### src/rtl/input_mems_db.sv
// Double-buffered input store for the convolution core: one shared weight memory,
// resident K/B registers and two ping-pong X banks filled from an AXI-Stream port.
module input_mems_db #(
    parameter int INW  = 24,
    parameter int R    = 9,
    parameter int C    = 8,
    parameter int MAXK = 4,
    localparam int K_BITS      = $clog2(MAXK + 1),
    localparam int X_ADDR_BITS = $clog2(R * C),
    localparam int W_ADDR_BITS = $clog2(MAXK * MAXK)
) (
    input  logic                   clk,
    input  logic                   reset,
    input  logic signed [INW-1:0]  AXIS_TDATA,
    input  logic                   AXIS_TVALID,
    input  logic [K_BITS:0]        AXIS_TUSER,
    output logic                   AXIS_TREADY,
    output logic                   inputs_loaded,
    input  logic                   compute_finished,
    output logic [K_BITS-1:0]      K,
    output logic signed [INW-1:0]  B,
    input  logic [X_ADDR_BITS-1:0] X_read_addr,
    output logic signed [INW-1:0]  X_data,
    input  logic [W_ADDR_BITS-1:0] W_read_addr,
    output logic signed [INW-1:0]  W_data
);

    localparam int X_WORDS = R * C;
    localparam int W_WORDS = MAXK * MAXK;

    typedef enum logic [1:0] {IDLE, LOAD_W, LOAD_B, LOAD_X} state_t;

    state_t state, state_next;

    logic [1:0]             full;
    logic                   wr_bank;
    logic                   rd_bank;
    logic [W_ADDR_BITS-1:0] w_cnt;
    logic [X_ADDR_BITS-1:0] x_cnt;

    logic signed [INW-1:0] w_mem [W_WORDS];
    logic signed [INW-1:0] x_mem [2][X_WORDS];

    logic              handshake;
    logic              new_w;
    logic [K_BITS-1:0] tuser_k;
    logic              w_last;
    logic              x_last;
    logic              release_rd;

    assign new_w         = AXIS_TUSER[0];
    assign tuser_k       = AXIS_TUSER[K_BITS:1];
    assign handshake     = AXIS_TVALID && AXIS_TREADY;
    assign w_last        = (32'(w_cnt) == 32'(K) * 32'(K) - 32'd1);
    assign x_last        = (x_cnt == X_ADDR_BITS'(X_WORDS - 1));
    assign release_rd    = compute_finished && full[rd_bank];
    assign inputs_loaded = full[rd_bank];

    always_ff @(posedge clk) begin
        if (reset) begin
            state <= IDLE;
        end else begin
            state <= state_next;
        end
    end

    // New weights are held off until both banks have drained so compute never sees W change mid-run.
    always_comb begin
        state_next  = state;
        AXIS_TREADY = 1'b1;
        case (state)
            IDLE: begin
                AXIS_TREADY = !full[wr_bank] && !(new_w && (|full));
                if (AXIS_TVALID && AXIS_TREADY) begin
                    if (new_w) begin
                        state_next = (tuser_k == K_BITS'(1)) ? LOAD_B : LOAD_W;
                    end else begin
                        state_next = LOAD_X;
                    end
                end
            end
            LOAD_W: begin
                if (AXIS_TVALID && w_last) begin
                    state_next = LOAD_B;
                end
            end
            LOAD_B: begin
                if (AXIS_TVALID) begin
                    state_next = LOAD_X;
                end
            end
            LOAD_X: begin
                if (AXIS_TVALID && x_last) begin
                    state_next = IDLE;
                end
            end
            default: state_next = IDLE;
        endcase
    end

    always_ff @(posedge clk) begin
        if (reset) begin
            full    <= 2'b00;
            wr_bank <= 1'b0;
            rd_bank <= 1'b0;
            w_cnt   <= '0;
            x_cnt   <= '0;
            K       <= '0;
            B       <= '0;
        end else begin
            if (handshake) begin
                case (state)
                    IDLE: begin
                        if (new_w) begin
                            K     <= tuser_k;
                            w_cnt <= W_ADDR_BITS'(1);
                        end else begin
                            x_cnt <= X_ADDR_BITS'(1);
                        end
                    end
                    LOAD_W: w_cnt <= w_cnt + 1'b1;
                    LOAD_B: begin
                        B     <= AXIS_TDATA;
                        x_cnt <= '0;
                    end
                    LOAD_X: begin
                        x_cnt <= x_cnt + 1'b1;
                        if (x_last) begin
                            full[wr_bank] <= 1'b1;
                            wr_bank       <= !wr_bank;
                        end
                    end
                    default: ;
                endcase
            end
            // The write bank is never the full read bank, so both updates can land on one edge.
            if (release_rd) begin
                full[rd_bank] <= 1'b0;
                rd_bank       <= !rd_bank;
            end
        end
    end

    always_ff @(posedge clk) begin
        if (handshake && !reset) begin
            case (state)
                IDLE: begin
                    if (new_w) begin
                        w_mem[0] <= AXIS_TDATA;
                    end else begin
                        x_mem[wr_bank][0] <= AXIS_TDATA;
                    end
                end
                LOAD_W:  w_mem[w_cnt] <= AXIS_TDATA;
                LOAD_X:  x_mem[wr_bank][x_cnt] <= AXIS_TDATA;
                default: ;
            endcase
        end
    end

    // Bank select is sampled with the address so an rd_bank toggle cannot corrupt a read in flight.
    always_ff @(posedge clk) begin
        X_data <= x_mem[rd_bank][X_read_addr];
        W_data <= w_mem[W_read_addr];
    end

endmodule
### config.mk
export PLATFORM = sky130hd
export DESIGN_NAME = input_mems_db
export DESIGN_NICKNAME = d
export VERILOG_FILES = /design/src/rtl/input_mems_db.sv
export SDC_FILE = /design/constraint.sdc
export NUM_CORES = 2
export LEC_CHECK = 0
export ABC_CLOCK_PERIOD_IN_PS = 12500
export CAP_MARGIN = 15
export CORE_ASPECT_RATIO = 0.6
export CORE_MARGIN = 2
export CORE_UTILIZATION = 55
export CTS_BUF_LIST = sky130_fd_sc_hd__clkbuf_8
export DETAILED_ROUTE_END_ITERATION = 8
export PLACE_DENSITY = 0.82
export SLEW_MARGIN = 25
export SYNTH_ARGS = -nofsm -noshare
export SYNTH_HDL_FRONTEND = slang
export SYNTH_SLANG_ARGS = --single-unit
### constraint.sdc
create_clock -name clk -period 12.5 [get_ports clk]
set_clock_uncertainty 0.05 [all_clocks]
set_input_delay 3.125 -clock clk [delete_from_list [all_inputs] [get_ports clk]]
set_output_delay 3.125 -clock clk [all_outputs]
set_load 0.1 [all_outputs]
# Word-level counts from Yosys, hierarchy flattened
# Memory sizes are Yosys's and may differ from the RTL's. A register that Yosys moved wholly into a read port is not among the register bits.
# Cells that the tools add are included.
dict set report totals {
  ff_bits 68
  mem_bits_rw 3840
  input_bits 43
  output_inout_bits 77
  word_cells 163
  memories 2
}
# memory depth width read_ports rd_ports_with_merged_regs write_ports line_no
set memory_table {}
lappend memory_table {x_mem 2 1728 1 1 1 42} ;# logic signed [INW-1:0] x_mem [2][X_WORDS];
lappend memory_table {w_mem 16 24 1 1 1 41} ;# logic signed [INW-1:0] w_mem [W_WORDS];
dict set report op_classes {
  add_sub_neg 3
  mul 1
  n_lt_le_gt_ge 7
  n_eq_ne 12
  mux 73
  bitwise 29
  reduce_logical 27
}
# cell count
set ops {}
lappend ops {{$mux W1728} 1}
lappend ops {{$bmux W24 S7} 1}
lappend ops {{$demux W24 S7} 1}
lappend ops {{$mux W24} 4}
lappend ops {{$mux W1} 47}
lappend ops {{$eq A4 B32 Y1} 1}
lappend ops {{$or A1 B1 Y1} 24}
lappend ops {{$reduce_or A24 Y1} 1}
lappend ops {{$mux W2} 11}
lappend ops {{$pmux W7 S3} 1}
lappend ops {{$ge A8 B8 Y1 const B} 2}
lappend ops {{$not A7 Y8} 2}
lappend ops {{$ne A2 B2 Y1 const B} 6}
lappend ops {{$reduce_and A3 Y1} 4}
lappend ops {{$logic_and A1 B1 Y1} 11}
lappend ops {{$lt A8 B1 Y1 const B} 1}
lappend ops {{$mux W4} 2}
lappend ops {{$pmux W2 S4} 1}
lappend ops {{$pmux W4 S2} 1}
lappend ops {{$add A7 B1 Y7 const B} 1}
lappend ops {{$eq A7 B7 Y1 const B} 1}
lappend ops {{$mux W7} 1}
lappend ops {{$sub A6 B1 Y7 const B} 1}
lappend ops {{$mul A3 B3 Y6} 1}
lappend ops {{17 further kinds} 25}

# Longest topological paths before layout
dict set report logic_depth {
  word_depth 11
  ltp_mapped 12
  depth_no_buf 10
}

# Least setup slack after synthesis
# No wires, ideal clock.
dict set report synth_path {
  path_type {input to output}
  from {in AXIS_TUSER[0]}
  to {out AXIS_TREADY}
  arrival_ns 4.221
  t_required_ns 9.325
  slack_ns 5.104
  path_stages 3
  path_cell_list {o21a_1 -> o221a_2 -> inv_1}
}
dict set report synth_between {
  elab_chain_len 4
}
# element line_no
set synth_lines {}
lappend synth_lines {{from (decl)} 16} ;# input logic [K_BITS:0] AXIS_TUSER,
lappend synth_lines {{$logic_and A1 B1 Y1} 73} ;# AXIS_TREADY = !full[wr_bank] && !(new_w && (|full));
lappend synth_lines {{$logic_not A1 Y1} 73}
lappend synth_lines {{$logic_and A1 B1 Y1} 73}
lappend synth_lines {{$mux W1} 71} ;# case (state)
lappend synth_lines {{to (decl)} 17} ;# output logic AXIS_TREADY,
# No other way between the ends.

# Final worst setup path
# Same ends and word-level chain as after synthesis.

==> impl_metrics.toml <==
[run_status]
status = "complete, no violations"

[critical_path]
cp-end-kind = "output port"
critPathLaunch = "AXIS_TUSER[0]"
arrival_ps = 5600
crit_required_ps = 9320
critPathLaunchType = "primary input"
crit_fanout = 6
crit_type = "primary input to output port"
r2r_cells = 9

[placement]
io_buffers = 119
place.gp.congestion = 0.9509
placed_area_mm2 = 0.1564
post-dp-hpwl_um = 242600
dp.cells = 10400

[clock_tree]
holdBufCountCts = 0
postCtsResizedCells = 0
cts.path.max_buffers = 4
clkTransAtPathRegs_ps = 60
cts.sinks = 3933
cts_made_buffers = 532
cts_tree = "done"
cts-root-buf = "clkbuf_8"
cts_setup_buffers = 0
clock_latency_ps = 1020
htreeDepth = 6

[yosys]
seq_area_frac_synth = 0.7797
synth_edf_count = 3840
netlist_instances = 6753
synthDistinctLibCells = 84
ys_async_sr_fraction = 0
synth_ff_type = "edfxtp_1"
syn_area_mm2 = 0.1503
ys_ff_latch = 3933
avgSynthCellArea_um2 = 22.25
synth_fp_nets = 6804
ys_warn_count = 0

[min_path]
min_from = "B[1]"
hold_depth = 2
min_path_type = "flop to flop"

[floorplan]
row_count = 148
fp.dieW_um = 678.8
dieArea_mm2 = 0.2776
core-area_mm2 = 0.2715
die_h_um = 408.9
start_util = 0.5536
top_level_ports = 120

[power_and_ir_drop]
ir_worst_vdd_uv = 119.5
p_leak_nw = 51.20
power_density_mw_per_mm2 = 150.4

[drt]
viasPerCell = 7.048
drt-pass1-iter-count = 8
wl_per_cell_um = 37.09
first_iter_violations = 15940
ant_nets = 0
vias = 79940
wl_um = 420700
route.detailed.drc = 0

[timing]
setup_viol = 0
rsz0062_at_grt = "false"
hold_viol_final = 0
finalMaxSlewViolations = 0
finalCritPeriodShare = 0.7019
max_freq_mhz = 114.0
slew_headroom = 0.1421
fin_setup_tns_ps = 0
holdWs_ps = 407.5
tightest_slew_ps = 1282
fin_crit_ps = 8774

[grt]
antenna_found_initial = 27
grt_use_total = 0.2995
grt_pass1_vias = 77580
grt_pass1_wl_um = 581800
grt_max_degree = 129
overflow = 0

[final_layout]
drive_gt1_frac = 0.2762
final_area_mm2 = 0.1662
areaGrowthSynthToFinish_pct = 10.59
final_nets = 7388
stdcell_count = 11340

[job]
maxCapViolCount = 0
## cells in the mapped netlist, drive strengths merged (3+ instances only)
master      n  area, um2
nor2      223      837.1
a31oi      26      162.7
a22oi     108      810.8
a211oi     26      205.2
or3         6      37.54
o21a        4      30.03
inv        14      52.55
a32o        3      30.03
o21ai      64      320.3
o2bb2ai     4      35.03
nand2b     19      118.9
a221oi    107      987.2
a32oi       3      26.28
xor2        7      61.31
mux2       35      394.1
a41oi       4      42.55
nand2     163      611.8
a22o       60      525.5
edfxtp   3840     115300
o211ai      6      45.04
o221ai      8      70.07
nand4       9      56.30
o41ai       3      41.29
a221o      21      210.2
o22ai      40      250.2
buf       238       1972
a2111oi     7      61.31
a211o       3      26.28
mux4      887      20000
nor3       45      245.2
ha          8      100.1
a41o        3      30.03
nor4        6      37.54
and2        5      31.28
dfxtp      93       1862
nand3      40      200.2
and3       11      68.82
or2        10      62.56
nor2b      22      137.6
a21oi     116      580.6
mux2i     263       2633
clkbuf    143      536.8
o31ai      18      135.1
## registers in the layout (all words and copies together) (netlist names), named ones only
name / cells
x_cnt: 7
w_cnt: 4
rd_bank: 1
full: 2
W_data: 24
x_mem: 3456
B: 24
wr_bank: 1
X_data: 24
K: 3
state: 2
w_mem: 384
## critical path, stage by stage
cell and delay [ps]:
clkdlybuf4s50_1 540, o21a_1 230, o221a_2 300, inv_1 210, clkdlybuf4s50_1 1180
## cell families (layout without fill, tap and decap cells)
family	count (synthesis)	after routing	synth area share
adders and majority gates	8	8	0.0006661
muxes	1185	1185	0.1532
DFF	3933	3933	0.7797
buffers and inverters	397	1374	0.01709
AOI/OAI and AO/OA	655	655	0.03207
other	0	12	0
xor gates and xnor gates	8	8	0.0004663
and+or+nand+nor	567	567	0.01676
## per-stage QoR
stage | power (mW) | setup WS (ps) | util
floorplan | 15.45 | 5104 | -
global placement | 16.05 | 3788 | 0.5760
detailed placement | 16.10 | 3779 | 0.5762
CTS | 24.93 | 3771 | 0.6113
global route | 25.56 | 3678 | 0.6121
finish | 25.00 | 3726 | 0.6122
## layout by cell type (no fill, tap or decap), drive strengths merged, types with 21 or more instances in the layout
cell type,netlist,routed
a211oi,26,26
a21oi,116,116
a221o,21,21
a221oi,107,107
a22o,60,60
a22oi,108,108
a31oi,26,26
buf,238,341
clkbuf,143,563
clkdlybuf4s50,0,88
clkinv,2,151
clkinvlp,0,23
dfxtp,93,93
edfxtp,3840,3840
inv,14,200
mux2,35,35
mux2i,263,263
mux4,887,887
nand2,163,163
nand3,40,40
nor2,223,223
nor2b,22,22
nor3,45,45
o21ai,64,64
o22ai,40,40
## path summary, 6_finish.rpt
kind                  to  slack (ps)
min                 B[1]         410
max reg2reg    X_data[2]        7000
max          AXIS_TREADY        3730
min reg2reg         B[1]         410
## power breakdown
group / internal, mW / leakage (nW) / total (mW) / switching (mW)
clock: 4.33 / 5.46 / 9.11 / 4.78
combinational: 0.329 / 10.5 / 1.33 / 0.999
sequential: 14.5 / 35.3 / 14.6 / 0.0496
total: 19.2 / 51.2 / 25.0 / 5.83
## area by class of cell
| type | instances | area (um2) |
|---|---|---|
| sequential | 3933 | 117200 |
| fill | 17090 | 105300 |
| multi-input combinational | 2423 | 31150 |
| clock buffer | 561 | 7721 |
| tap | 3600 | 4504 |
| timing repair buffer | 431 | 3732 |
| clock inverter | 366 | 1804 |
| inverter | 16 | 65.06 |
| antenna | 12 | 30.03 |
## routing by layer
layer  part of all wire  track usage  routed length [um]
met5             0.0017      0.01323                 733
met4              0.039       0.1003               16360
met3               0.21       0.1665               87260
met2               0.41       0.4038              174500
met1               0.34       0.4121              141800
Power figures use the tool's default switching activity.
